==> src/rtl/bscan_pkg.sv <==
// Shared TAP controller types and constants: state encoding, opcodes, boundary cell map.
// BSCAN_IDCODE_EN selects whether IDCODE is the instruction loaded on reset/TLR.
package bscan_pkg;

    localparam int IR_LEN  = 2;
    localparam int BSR_LEN = 5;
    localparam int ID_LEN  = 32;

    // Boundary cell positions; cell 0 sits nearest TDO
    localparam int CELL_A = 0;
    localparam int CELL_B = 1;
    localparam int CELL_C = 2;
    localparam int CELL_X = 3;
    localparam int CELL_Y = 4;

    typedef enum logic [3:0] {
        ST_EXIT2_DR  = 4'h0,
        ST_EXIT1_DR  = 4'h1,
        ST_SHIFT_DR  = 4'h2,
        ST_PAUSE_DR  = 4'h3,
        ST_SEL_IR    = 4'h4,
        ST_UPDATE_DR = 4'h5,
        ST_CAP_DR    = 4'h6,
        ST_SEL_DR    = 4'h7,
        ST_EXIT2_IR  = 4'h8,
        ST_EXIT1_IR  = 4'h9,
        ST_SHIFT_IR  = 4'hA,
        ST_PAUSE_IR  = 4'hB,
        ST_RTI       = 4'hC,
        ST_UPDATE_IR = 4'hD,
        ST_CAP_IR    = 4'hE,
        ST_TLR       = 4'hF
    } tap_state_t;

    localparam logic [IR_LEN-1:0] OP_EXTEST  = IR_LEN'(0);
    localparam logic [IR_LEN-1:0] OP_SAMPLE  = IR_LEN'(1);
    localparam logic [IR_LEN-1:0] OP_IDCODE  = IR_LEN'(2);
    localparam logic [IR_LEN-1:0] OP_BYPASS  = {IR_LEN{1'b1}};
    localparam logic [IR_LEN-1:0] IR_CAPTURE = IR_LEN'(1);

`ifdef BSCAN_IDCODE_EN
    localparam logic [IR_LEN-1:0] IR_RESET = OP_IDCODE;
`else
    localparam logic [IR_LEN-1:0] IR_RESET = OP_BYPASS;
`endif

endpackage

==> src/rtl/tap_fsm.sv <==
// 16-state TAP sequencer driven by TMS, with per-state capture/shift/update strobes.
module tap_fsm
    import bscan_pkg::*;
(
    input  logic       clk_i,
    input  logic       rst_ni,
    input  logic       tms_i,
    output tap_state_t state_o,
    output logic       tlr_next_o,
    output logic       cap_dr_o,
    output logic       shift_dr_o,
    output logic       upd_dr_o,
    output logic       cap_ir_o,
    output logic       shift_ir_o,
    output logic       upd_ir_o
);

    tap_state_t state_q, state_d;

    always_ff @(posedge clk_i) begin
        if (!rst_ni) begin
            state_q <= ST_TLR;
        end else begin
            state_q <= state_d;
        end
    end

    always_comb begin
        state_d = state_q;
        case (state_q)
            ST_TLR:       state_d = tms_i ? ST_TLR       : ST_RTI;
            ST_RTI:       state_d = tms_i ? ST_SEL_DR    : ST_RTI;
            ST_SEL_DR:    state_d = tms_i ? ST_SEL_IR    : ST_CAP_DR;
            ST_CAP_DR:    state_d = tms_i ? ST_EXIT1_DR  : ST_SHIFT_DR;
            ST_SHIFT_DR:  state_d = tms_i ? ST_EXIT1_DR  : ST_SHIFT_DR;
            ST_EXIT1_DR:  state_d = tms_i ? ST_UPDATE_DR : ST_PAUSE_DR;
            ST_PAUSE_DR:  state_d = tms_i ? ST_EXIT2_DR  : ST_PAUSE_DR;
            ST_EXIT2_DR:  state_d = tms_i ? ST_UPDATE_DR : ST_SHIFT_DR;
            ST_UPDATE_DR: state_d = tms_i ? ST_SEL_DR    : ST_RTI;
            ST_SEL_IR:    state_d = tms_i ? ST_TLR       : ST_CAP_IR;
            ST_CAP_IR:    state_d = tms_i ? ST_EXIT1_IR  : ST_SHIFT_IR;
            ST_SHIFT_IR:  state_d = tms_i ? ST_EXIT1_IR  : ST_SHIFT_IR;
            ST_EXIT1_IR:  state_d = tms_i ? ST_UPDATE_IR : ST_PAUSE_IR;
            ST_PAUSE_IR:  state_d = tms_i ? ST_EXIT2_IR  : ST_PAUSE_IR;
            ST_EXIT2_IR:  state_d = tms_i ? ST_UPDATE_IR : ST_SHIFT_IR;
            ST_UPDATE_IR: state_d = tms_i ? ST_SEL_DR    : ST_RTI;
            default:      state_d = ST_TLR;
        endcase
    end

    assign state_o    = state_q;
    // Asserted on the edge that lands in (or stays in) TLR, so the reload happens on entry
    assign tlr_next_o = (state_d == ST_TLR);
    assign cap_dr_o   = (state_q == ST_CAP_DR);
    assign shift_dr_o = (state_q == ST_SHIFT_DR);
    assign upd_dr_o   = (state_q == ST_UPDATE_DR);
    assign cap_ir_o   = (state_q == ST_CAP_IR);
    assign shift_ir_o = (state_q == ST_SHIFT_IR);
    assign upd_ir_o   = (state_q == ST_UPDATE_IR);

endmodule

==> src/rtl/bscan_tap_ctrl.sv <==
// Boundary-scan TAP controller around the XorNor core: IR, bypass, BSR and EXTEST pin muxing.
// Define BSCAN_IDCODE_EN to add the 32-bit ID register and make IDCODE the reset instruction.
module bscan_tap_ctrl
    import bscan_pkg::*;
#(
    parameter logic [ID_LEN-1:0] IDCODE_VAL = 32'h1000_0A5D
) (
    input  logic         Clk,
    input  logic         Reset_n,
    input  logic         TMS,
    input  logic         TDI,
    output logic         TDO,
    output logic         TDO_En,
    input  logic [2:0]   PinIn,
    output logic [2:0]   CoreIn,
    input  logic [1:0]   CoreOut,
    output logic [1:0]   PinOut,
    output logic [3:0]   TapState
);

    tap_state_t state;
    logic tlr_next, cap_dr, shift_dr, upd_dr, cap_ir, shift_ir, upd_ir;

    tap_fsm u_fsm (
        .clk_i      (Clk),
        .rst_ni     (Reset_n),
        .tms_i      (TMS),
        .state_o    (state),
        .tlr_next_o (tlr_next),
        .cap_dr_o   (cap_dr),
        .shift_dr_o (shift_dr),
        .upd_dr_o   (upd_dr),
        .cap_ir_o   (cap_ir),
        .shift_ir_o (shift_ir),
        .upd_ir_o   (upd_ir)
    );

    logic [IR_LEN-1:0]  ir_q, ir_d, ir_sh_q, ir_sh_d;
    logic [BSR_LEN-1:0] bsr_q, bsr_d, upd_q, upd_d;
    logic               byp_q, byp_d;
    logic               sel_bsr, sel_id, extest, tdo_dr;

    assign sel_bsr = (ir_q == OP_EXTEST) || (ir_q == OP_SAMPLE);
    assign extest  = (ir_q == OP_EXTEST);

`ifdef BSCAN_IDCODE_EN
    logic [ID_LEN-1:0] id_q, id_d;

    assign sel_id = (ir_q == OP_IDCODE);

    always_ff @(posedge Clk) begin
        if (!Reset_n) begin
            id_q <= '0;
        end else begin
            id_q <= id_d;
        end
    end
`else
    logic [ID_LEN-1:0] unused_idcode;

    assign sel_id        = 1'b0;
    assign unused_idcode = IDCODE_VAL;
`endif

    always_ff @(posedge Clk) begin
        if (!Reset_n) begin
            ir_q    <= IR_RESET;
            ir_sh_q <= '0;
            bsr_q   <= '0;
            upd_q   <= '0;
            byp_q   <= 1'b0;
        end else begin
            ir_q    <= ir_d;
            ir_sh_q <= ir_sh_d;
            bsr_q   <= bsr_d;
            upd_q   <= upd_d;
            byp_q   <= byp_d;
        end
    end

    always_comb begin
        ir_d    = ir_q;
        ir_sh_d = ir_sh_q;
        bsr_d   = bsr_q;
        upd_d   = upd_q;
        byp_d   = byp_q;
`ifdef BSCAN_IDCODE_EN
        id_d    = id_q;
`endif
        if (cap_ir) begin
            ir_sh_d = IR_CAPTURE;
        end else if (shift_ir) begin
            ir_sh_d = {TDI, ir_sh_q[IR_LEN-1:1]};
        end
        if (upd_ir) begin
            ir_d = ir_sh_q;
        end

        // Only the data register chosen by the active instruction captures or shifts
        if (cap_dr) begin
            if (sel_bsr) begin
                bsr_d = {CoreOut, PinIn};
            end
`ifdef BSCAN_IDCODE_EN
            else if (sel_id) begin
                id_d = IDCODE_VAL;
            end
`endif
            else begin
                byp_d = 1'b0;
            end
        end else if (shift_dr) begin
            if (sel_bsr) begin
                bsr_d = {TDI, bsr_q[BSR_LEN-1:1]};
            end
`ifdef BSCAN_IDCODE_EN
            else if (sel_id) begin
                id_d = {TDI, id_q[ID_LEN-1:1]};
            end
`endif
            else begin
                byp_d = TDI;
            end
        end
        if (upd_dr && sel_bsr) begin
            upd_d = bsr_q;
        end

        if (tlr_next) begin
            ir_d  = IR_RESET;
            upd_d = '0;
        end
    end

    always_comb begin
        tdo_dr = byp_q;
        if (sel_bsr) begin
            tdo_dr = bsr_q[0];
        end
`ifdef BSCAN_IDCODE_EN
        else if (sel_id) begin
            tdo_dr = id_q[0];
        end
`endif
    end

    assign TDO_En   = shift_ir | shift_dr;
    assign TDO      = shift_ir ? ir_sh_q[0] : (shift_dr & tdo_dr);
    assign TapState = state;

    assign CoreIn = extest ? upd_q[CELL_C:CELL_A] : PinIn;
    assign PinOut = extest ? upd_q[CELL_Y:CELL_X] : CoreOut;

endmodule
==> config.mk <==
export PLATFORM = sky130hd
export DESIGN_NAME = bscan_tap_ctrl
export DESIGN_NICKNAME = d
export VERILOG_FILES = /design/src/rtl/bscan_pkg.sv /design/src/rtl/tap_fsm.sv /design/src/rtl/bscan_tap_ctrl.sv
export SDC_FILE = /design/constraint.sdc
export NUM_CORES = 1
export LEC_CHECK = 0
export CAP_MARGIN = 20
export CORE_MARGIN = 3
export CORE_UTILIZATION = 40
export CTS_CLUSTER_DIAMETER = 120
export DETAILED_ROUTE_END_ITERATION = 6
export PLACE_DENSITY = 0.63
export SYNTH_ARGS = -nofsm -noshare
export SYNTH_HDL_FRONTEND = slang
export SYNTH_SLANG_ARGS = --single-unit
==> constraint.sdc <==
create_clock -name Clk -period 3.1 [get_ports Clk]
set_input_delay 0.31 -clock Clk [delete_from_list [all_inputs] [get_ports Clk]]
set_output_delay 0.31 -clock Clk [all_outputs]
set_load 0.01 [all_outputs]
==> results of run 1 <==
[worst max-delay path, delay by kind of cell, from the launching register on]
kind | cells | cell delay (ps)
compound gates | 1 | 120
buf+inv | 1 | 530
simple gates | 2 | 280
flops | 1 | 840
[cells in the final DEF (no fill, tap or decap), drive strengths merged, types with 2 or more instances in the layout]
cell / netlist / final
clkdlybuf4s50: 0 / 19
mux2i: 8 / 8
mux2: 7 / 7
dfxtp: 19 / 19
nand3b: 6 / 6
nor2: 4 / 4
nand3: 2 / 2
clkbuf: 2 / 4
nor3: 4 / 4
nand2: 4 / 4
nor2b: 2 / 2
inv: 3 / 3
and4bb: 3 / 3
a211oi: 5 / 5
o21ai: 14 / 14
or3: 3 / 3
a21oi: 10 / 10
[metrics by stage]
step           utilization  cells
2_1_floorplan            -    111
3_3_place_gp         0.520    149
3_5_place_dp         0.520    149
4_1_cts              0.531    153
5_1_grt              0.531    153
6_report             0.531    153
[metal layers]
metal	part of all wire	vias to the layer above
li1	-	437
met1	0.53	385
met2	0.42	24
met3	0.048	2
met4	0.0062	0
met5	0	-
[synth_stat cells (3+ instances only)]
cell and instances:
or3_1 3, a211oi_1 5, a21oi_1 9, nor3_1 4, buf_2 7, nor2_1 4, mux2i_1 8, nand2_1 4
inv_1 3, nand3b_1 6, dfxtp_1 19, mux2_2 5, o21ai_0 14, and4bb_2 3
[flip-flops by register name (all words and copies together), names as in the netlist]
name / flops
u_fsm.state_o: 4
byp_q: 1
bsr_q: 5
upd_q: 5
ir_sh_q: 2
ir_q: 2
[power breakdown]
group	switching, mW	internal [mW]
logic	0.0428	0.0592
registers	0.0313	0.255
clock network	0.0766	0.0502
total	0.151	0.365
[final timing paths]
check	startpoint	to
min	upd_q[0]$_SDFFE_PP0P_	upd_q[0]$_SDFFE_PP0P_
min reg2reg	upd_q[0]$_SDFFE_PP0P_	upd_q[0]$_SDFFE_PP0P_
max	u_fsm.state_o[3]$_SDFF_PN1_	TDO
max reg2reg	u_fsm.state_o[3]$_SDFF_PN1_	ir_q[1]$_SDFFE_PP1N_
[final cells by class]
class / count / area share
timing repair buffer: 19 / 0.156
tap: 28 / 0.0287
sequential: 19 / 0.312
inverter: 3 / 0.00923
clock buffer: 4 / 0.0215
multi-input combinational: 80 / 0.473
[cell families (layout without fill, tap and decap cells)]
family,Yosys count,count (layout),synth area share
AND/OR/NAND/NOR,33,33,0.228
AO/OA/AOI/OAI,32,32,0.186
flip-flops,19,19,0.376
multiplexers,15,15,0.157
buffers and inverters,12,26,0.0532
==> impl_metrics.yaml, run 1 <==
routing:
  drt-vias-per-instance: 5.54
  vias: 848
  remaining_drc_errors: 0
  drt-total-wl_mm: 2.26
  dr.pass1.iters: 4
  wl_per_cell_um: 14.8
  drtIter0Drc: 10
  ant_nets: 0
finish:
  fill_cells: 211
  multi_input_area_um2: 577
  area_delta_synth_final_pct: 20.7
  drive_gt1_frac: 0.104
  num_antenna_cells: 0
  design_area_um2: 1220
  regArea_um2: 380
  nNetsFinal: 135
worst_setup_path:
  crit_type: "reg -> out"
  crit_fanout: 26
  start_kind: "register"
  path_cells: "nand2_1 > o21ai_0 > and2_1 > clkdlybuf4s50_1"
  arrival_ps: 2070
  r2r_slack_ps: 1250
  critPathMaxStageDelay_ps: 840
  rr_worst_depth: 3
  critPathCaptureType: "output pin"
  crit_slowest_cell: "dfxtp_1"
  required_ps: 2790
floorplan:
  die_y_um: 56.3
  start_util: 0.440
  chipWidth_um: 56.3
  design.die.area_um2: 3170
  num_rows: 17
  coreArea_um2: 2300
  io_pins: 20
clocking:
  cts_setup_buffers: 0
  cts_resized: 0
  hold_buffers: 0
  cts_sinks: 19
  clk-insertion-delay-late_ps: 300
  clk_pin_slew_ps: 110
  cts-buffers-inserted: 3
  root_buffer: "clkbuf_4"
  cts_max_level: 1
  cts_tree: "yes"
  clock_path_buffers: 2
timing:
  fin_worst_skew_ps: 6.57
  max_slew_margin: 0.487
  hold_viol: 0
  fin_tns_setup_ps: 0
  rsz0062_at_grt: "false"
  fin_crit_ps: 2380
  fin_ws_ps: 719
  fin_hold_ws_ps: 492
  maxSlewViolCount: 0
  fmax_mhz: 420
  worstMarginPinSlew_ps: 768
  finalSetupViolCount: 0
  finalCritPeriodShare: 0.768
grt:
  busiest_layer: "met1"
  grt_pass1_vias: 735
  use_met3: 0.0506
  grt_pass1_wl_mm: 3.66
  use_met1: 0.225
  grt_max_degree: 27
  antenna_found_initial: 0
  grtUsageMet2: 0.192
  grt_usage: 0.146
  grt-ovfl-total: 0
place:
  hpwl_mm: 1.54
  preCtsSetupSlack_ps: 1060
  place_area_um2: 1190
  portBuffers: 19
  gp_congestion: 0.733
power_and_ir_drop:
  power_density_nw_per_um2: 422
  power.static_leakage_nw: 0.429
  ir_drop_v: 0.000307
  total_power_uw: 515
run_status:
  run_status: "finished clean"
synthesis:
  yosys.area.top_type_share: 0.376
  seq_area_frac_synth: 0.376
  synth_area_leader_cell: "dfxtp_1"
  ys_seq_elements: 19
  synth_edf_count: 0
  async_flop_share: 0
  synth_area_per_cell_um2: 9.11
  synthTopCellsByArea: "dfxtp_1 38%, mux2i_1 7.9%, o21ai_0 6.9%, mux2_2 5.6%, a21oi_1 4.5%"
  syn_area_um2: 1010
  ys_warn_count: 0
  synthDistinctLibCells: 27
  synthesis.instances: 111
  synth_ff_type: "dfxtp_1"
  synth_nets: 120
run:
  drv_cap: 0
min_path:
  hold_class: "reg -> reg"
  whs_path_depth: 2
Note: power is estimated with default switching activity, not from simulation.
==> inputs of run 2 (changes only) <==
==> constraint.sdc (replaced) <==
create_clock -name Clk -period 2.4 [get_ports Clk]
set_input_delay 0.24 -clock Clk [delete_from_list [all_inputs] [get_ports Clk]]
set_output_delay 0.24 -clock Clk [all_outputs]
set_load 0.01 [all_outputs]
==> run 2 against run 1 <==
  * Worst hold slack better by 5.2 ps
  * Sequential power increased by 28%
  * Flip-flop and latch count did not move
  * Global-route usage up 0.52 points
  * Worst setup slack got worse by 540 ps
  * First-iteration DRC count increased by 90%
  * Via count is 1.2% higher
  * Design area rose by 0.62%
  * Sequential share of layout area shrank 0.19 points
  * Clock power grew 28%
  * Clock-buffer cell count did not move
  * Power increased by 29%
  * Largest cell class unchanged
  * Highest routed layer unchanged
==> impl_metrics.yaml, run 2 (same netlist as run 1, synthesis figures left out) <==
run_status:
  run_status: "finished clean"
grt:
  grt_max_degree: 19
  grt_pass1_wl_mm: 3.80
  antenna_found_initial: 0
  grt_usage: 0.151
  grt-ovfl-total: 0
  grt_pass1_vias: 743
timing:
  fin_worst_skew_ps: 3.48
  fin_ws_ps: 174
  maxSlewViolCount: 0
  rsz0062_at_grt: "false"
  hold_viol: 0
  finalSetupViolCount: 0
  worstMarginPinSlew_ps: 607
  max_slew_margin: 0.595
  fin_crit_ps: 2230
  fmax_mhz: 449
  finalCritPeriodShare: 0.927
  fin_tns_setup_ps: 0
floorplan:
  die_y_um: 56.3
  start_util: 0.440
  io_pins: 20
  num_rows: 17
  chipWidth_um: 56.3
  coreArea_um2: 2300
  design.die.area_um2: 3170
routing:
  remaining_drc_errors: 0
  drtIter0Drc: 19
  wl_per_cell_um: 14.6
  ant_nets: 0
  drt-vias-per-instance: 5.57
  dr.pass1.iters: 4
  vias: 858
  drt-total-wl_mm: 2.25
clocking:
  cts_resized: 0
  clock_path_buffers: 2
  cts_sinks: 19
  cts_max_level: 1
  hold_buffers: 0
  root_buffer: "clkbuf_4"
  cts-buffers-inserted: 3
  cts_setup_buffers: 0
  cts_tree: "yes"
  clk_pin_slew_ps: 110
  clk-insertion-delay-late_ps: 300
min_path:
  hp-start: "upd_q[2]$_SDFFE_PP0P_"
  hold_class: "reg -> reg"
  whs_path_depth: 2
place:
  gp_congestion: 0.720
  hpwl_mm: 1.58
  preCtsSetupSlack_ps: 485
  portBuffers: 19
  place_inst: 150
worst_setup_path:
  rr_startpoint: "u_fsm.state_o[0]$_SDFF_PN1_"
  crit_fanout: 14
  cp.buffers_inverters: 2
  required_ps: 2160
  start_kind: "register"
  crit_slowest_cell: "dfxtp_1"
  critPathMaxStageDelay_ps: 590
  crit_family: "buffers and inverters"
  critPathCaptureType: "output pin"
  cp-startpoint: "u_fsm.state_o[1]$_SDFF_PN1_"
  arrival_ps: 1990
  crit_cells: 4
  rr_worst_depth: 3
  crit_type: "reg -> out"
  path_cells: "inv_1 > nor3_1 > and2_1 > clkdlybuf4s50_1"
finish:
  num_antenna_cells: 0
  fill_cells: 232
  area_delta_synth_final_pct: 21.4
  drive_gt1_frac: 0.111
  instances_no_fill: 154
  nNetsFinal: 136
  mostFrequentLayoutCells: "19 x dfxtp_1, 19 x clkdlybuf4s50_1, 14 x o21ai_0"
power_and_ir_drop:
  total_power_uw: 667
  power.static_leakage_nw: 0.433
  power_density_nw_per_um2: 544
  ir_drop_v: 0.000317
run:
  drv_cap: 0
[run 2: worst paths after layout]
check | end | slack, ps
hold reg to reg | upd_q[2]$_SDFFE_PP0P_ | 500
hold / removal | upd_q[2]$_SDFFE_PP0P_ | 500
setup reg to reg | ir_q[1]$_SDFFE_PP1N_ | 680
setup / recovery | TDO | 170
[run 2: layout make-up]
type	instances	area (µm²)	share of cell area
Tap cell	28	35.0	0.0285
Multi-Input combinational cell	80	577	0.470
Inverter	3	11.3	0.00917
Timing Repair Buffer	20	198	0.161
Sequential cell	19	380	0.310
Clock buffer	4	26.3	0.0214
[run 2: routing by layer]
layer	global-route usage	wire [µm]	up-vias
li1	-	-	439
met4	0.0305	14	0
met1	0.241	1220	396
met3	0.0506	113	2
met5	0	0	-
met2	0.190	907	21
[run 2: worst reg2reg max path: cells and delay by family (launching register included)]
kind	cells	cell delay, ps
flip-flops	1	720
AND/OR/NAND/NOR	2	540
multiplexers	1	350
[run 2: stage by stage]
step | hold slack [ps] | area (µm²) | utilization
after floorplan | 316 | 1010 | -
after global placement | 479 | 1200 | 0.523
after detailed placement | 483 | 1200 | 0.523
after CTS | 500 | 1230 | 0.534
after global routing | 514 | 1230 | 0.534
final | 497 | 1230 | 0.534
[run 2: report_power, final]
group	internal (mW)	total, mW	leakage (nW)	switching (mW)
sequential	0.330	0.367	0.154	0.0369
clock	0.0647	0.163	0.0150	0.0985
combinational	0.0781	0.137	0.263	0.0594
==> inputs of run 3 (changes only) <==
--- a/config.mk
+++ b/config.mk
@@ -8,7 +8,6 @@
 export CAP_MARGIN = 20
 export CORE_MARGIN = 3
 export CORE_UTILIZATION = 40
-export CTS_CLUSTER_DIAMETER = 120
 export DETAILED_ROUTE_END_ITERATION = 6
 export PLACE_DENSITY = 0.63
 export SYNTH_ARGS = -nofsm -noshare
==> results of run 3 <==
The final DEF is identical to that of run 2; final timing and power are the same.
==> RTL change 1 (config.mk and constraints of run 3) <==
Build with the macro `BSCAN_IDCODE_EN` defined.
--- a/src/rtl/bscan_pkg.sv
+++ b/src/rtl/bscan_pkg.sv
@@ -2,2 +2,4 @@
 // BSCAN_IDCODE_EN selects whether IDCODE is the instruction loaded on reset/TLR.
+`define BSCAN_IDCODE_EN
+
 package bscan_pkg;
Function: changed (Yosys sat finds a counterexample within 10 cycles, from zero or initial values and one cycle with Reset_n low).
==> RTL change 1 against run 3 <==
First-iteration DRC count increased to 9.8 times the old value. Cell area increased by 120%. Wire length increased by 130%. Sequential cell count increased by 32. Area after synthesis increased by 130%. Global-route usage increased by 0.093 points. Die area increased by 120%. Register-to-register slack improved by 0.06 ns. Setup slack got worse by 0.025 ns. Power increased to 2.7 times the old value. Largest power group unchanged.
==> RTL change 1: results (changes against run 3) <==
reg2reg_depth: 4  # was 3
rr_endpoint: "u_fsm.state_o[1]$_SDFF_PN1_"  # was ir_q[1]$_SDFFE_PP1N_
p_comb_mw: 0.280  # was 0.137 mW
dp.cells: 336  # was 150
skew_ns: 0.0147  # was 0.00348 ns
drive_above_1_share_pct: 10.7  # was 11.1%
grt_pass1_wl_um: 8870  # was 3800 um
cp_slowest_stage_delay_ns: 0.48  # was 0.59 ns
p_per_area_mw_per_mm2: 676  # was 544 mW/mm^2
timing.fmax_ghz: 0.444  # was 0.449 GHz
r2r_setup_slack_ns: 0.74  # was 0.68 ns
p_leak_nw: 0.833  # was 0.433 nW
yosys-top-cells-count: "51 x dfxtp_1, 33 x o211ai_1, 31 x nand3_1"  # was 19 x dfxtp_1, 14 x o21ai_0, 9 x a21oi_1
synth_fp_nets: 277  # was 120
fin_cells: 344  # was 154
min_from: "Reset_n"  # was upd_q[2]$_SDFFE_PP0P_
grt_pass1_vias: 1804  # was 743
root_buffer: "clkbuf_8"  # was clkbuf_4
slowest_stage: "clkdlybuf4s50_1"  # was dfxtp_1
num-fill-cells: 569  # was 232
ys_seq_area_share_pct: 43.1  # was 37.6%
clockPowerShare_pct: 34.0  # was 24.5%
synth_cell_types: 43  # was 27
grt_use_met2_pct: 22.2  # was 19.0%
synth_area_leaders: "dfxtp_1 43%, o211ai_1 10%, nand3_1 6.5%"  # was dfxtp_1 38%, mux2i_1 7.9%, o21ai_0 6.9%
worst_pin_slew_ns: 0.542  # was 0.607 ns
cts_buffers: 5  # was 3
drtIter0Drc: 187  # was 19
peakVddDrop_v: 0.000278  # was 0.000317 V
synthMuxAreaShare_pct: 3.64  # was 15.7%
num_vias: 1988  # was 858
clock_sinks: 51  # was 19
use_met1_pct: 21.8  # was 24.1%
synth-compound-area-share_pct: 29.2  # was 18.6%
crit_start: "ir_q[1]$_SDFFE_PP1N_"  # was u_fsm.state_o[1]$_SDFF_PN1_
grt_start_max_net_pins: 52  # was 19
dp_slack_ns: 0.464  # was 0.485 ns
htreeDepth: 2  # was 1
outcome: "complete, no violations"  # unchanged
==> RTL change 1: layer usage <==
| layer | part of all wire, % | routed length (um) |
|---|---|---|
| met3 | 3.2 | 167 |
| met4 | 1.8 | 94 |
| met2 | 45 | 2300 |
| met1 | 50 | 2580 |
| met5 | 0 | 0 |
==> RTL change 1: worst min path at each step <==
stage                                              to  slack [ns]  depth (start not counted)
after floorplan           u_fsm.state_o[0]$_SDFF_PN1_        0.38                          1
after global placement          id_q[15]$_SDFFE_PN0P_        0.45                          2
after detailed placement         id_q[8]$_SDFFE_PN0P_        0.45                          2
after CTS                 u_fsm.state_o[2]$_SDFF_PN1_        0.28                          2
after global routing      u_fsm.state_o[2]$_SDFF_PN1_        0.30                          2
final                     u_fsm.state_o[2]$_SDFF_PN1_        0.29                          2
==> RTL change 1: final cells by class <==
type	count	share of cell area, %
clock buffers	5	2.60
clock inverters	3	1.65
inverters	3	0.425
well taps	72	3.40
repair buffers	27	9.26
flip-flops and latches	51	38.6
multi-input cells	183	44.1
==> RTL change 2 (flow settings as in run 3) <==
Made on the original files. Put a register stage on the outputs `TDO`, `TDO_En`, `CoreIn`, `PinOut` and `TapState`, without a reset. The values now appear one clock later.
--- a/src/rtl/bscan_tap_ctrl.sv
+++ b/src/rtl/bscan_tap_ctrl.sv
@@ -146,8 +146,10 @@
 
-    assign TDO_En   = shift_ir | shift_dr;
-    assign TDO      = shift_ir ? ir_sh_q[0] : (shift_dr & tdo_dr);
-    assign TapState = state;
+    always_ff @(posedge Clk) begin
+        TDO      <= shift_ir ? ir_sh_q[0] : (shift_dr & tdo_dr);
+        TDO_En   <= shift_ir | shift_dr;
+        CoreIn   <= extest ? upd_q[CELL_C:CELL_A] : PinIn;
+        PinOut   <= extest ? upd_q[CELL_Y:CELL_X] : CoreOut;
+        TapState <= state;
+    end
 
-    assign CoreIn = extest ? upd_q[CELL_C:CELL_A] : PinIn;
-    assign PinOut = extest ? upd_q[CELL_Y:CELL_X] : CoreOut;
 
Function: changed (Yosys sat finds a counterexample within 4 cycles, from zero or initial values and one cycle with Reset_n low).
==> RTL change 2 against run 3 <==
Count of clock-buffer cells in the layout grew 3. Sequential share of layout area grew 9.6 points. Non-clock buffer count shrank 1. Cell area grew 21%. Sequential cell count grew 11. Sequential power grew 57%. Setup slack gained 0.42 ns. Hold slack lost 0.019 ns. Core utilization shrank 1.5 points. Maximum frequency grew 24%. Synthesized cell count grew 8.1%. Area after synthesis grew 23%. Wire length grew 10%. Power grew 46%.
==> RTL change 2: results (changes against run 3) <==
grt_usage_pct: 15.2  # was 15.1%
yosys-top-cells-count: "30 x dfxtp_1, 10 x o21ai_0, 8 x nand2_1"  # was 19 x dfxtp_1, 14 x o21ai_0, 9 x a21oi_1
routed_wl_um: 2480  # was 2250 um
fin_cells: 169  # was 154
num-fill-cells: 277  # was 232
peakVddDrop_v: 0.000278  # was 0.000317 V
num_vias: 959  # was 858
clk_pin_slew_ns: 0.08  # was 0.11 ns
crit_fanout: 27  # was 14
use_met3_pct: 6.20  # was 5.06%
cp.arrival_ns: 2.01  # was 1.99 ns
dp_slack_ns: 0.645  # was 0.485 ns
hold_slack_ns: 0.478  # was 0.497 ns
placed_area_mm2: 0.00144  # was 0.00120 mm^2
grt_pass1_wl_um: 4000  # was 3800 um
grt_pass1_vias: 817  # was 743
use_met1_pct: 19.1  # was 24.1%
outcome: "complete, no violations"  # unchanged
worst_pin_slew_ns: 0.765  # was 0.607 ns
drive_above_1_share_pct: 14.5  # was 11.1%
syn_inst: 120  # was 111
htreeDepth: 2  # was 1
synth_fp_nets: 129  # was 120
p_leak_nw: 0.523  # was 0.433 nW
skew_ns: 0.00233  # was 0.00348 ns
r2r_setup_slack_ns: 0.60  # was 0.68 ns
fin_nets: 147  # was 136
ys_seq_area_share_pct: 48.2  # was 37.6%
synth_cell_types: 33  # was 27
place.gp.congestion: 0.715  # was 0.720
RTL change 2: final cells by class:
cell class,count,area share (%)
multi-input cells,81,40.7
inverters,1,0.254
flip-flops and latches,30,40.6
clock buffers,7,3.04
well taps,31,2.62
repair buffers,19,12.8
RTL change 2: path summary, 6_finish.rpt:
path	from	end
min reg2reg	bsr_q[2]$_SDFFE_PN0P_	bsr_q[2]$_SDFFE_PN0P_
max	u_fsm.state_o[3]$_SDFF_PN1_	ir_q[0]$_SDFFE_PP1N_
min	bsr_q[2]$_SDFFE_PN0P_	bsr_q[2]$_SDFFE_PN0P_
max reg2reg	u_fsm.state_o[3]$_SDFF_PN1_	ir_q[0]$_SDFFE_PP1N_
RTL change 2: metal layers:
| layer | part of all wire, % | vias up |
|---|---|---|
| li1 | - | 479 |
| met1 | 46 | 442 |
| met2 | 47 | 36 |
| met3 | 6.8 | 2 |
| met4 | 1.1 | 0 |
| met5 | 0 | - |
RTL change 2: worst max-delay path: stages, from the launching register on:
cell	delay, ns
dfxtp_1	0.82
nand4b_1	0.24
mux2_2	0.32
or3_1	0.30
RTL change 2: logic make-up after synthesis:
group,Yosys count,synth area share (%)
mux,12,10.4
simple gates,38,20.7
compound gates,31,17.3
buf+inv,9,3.42
flops,30,48.2
RTL change 2: report_power, final:
part           internal [mW]  switching (mW)  total [mW]
combinational         0.0849          0.0527       0.138
clock                  0.110           0.152       0.262
sequential             0.526          0.0499       0.576
total                  0.721           0.255       0.976
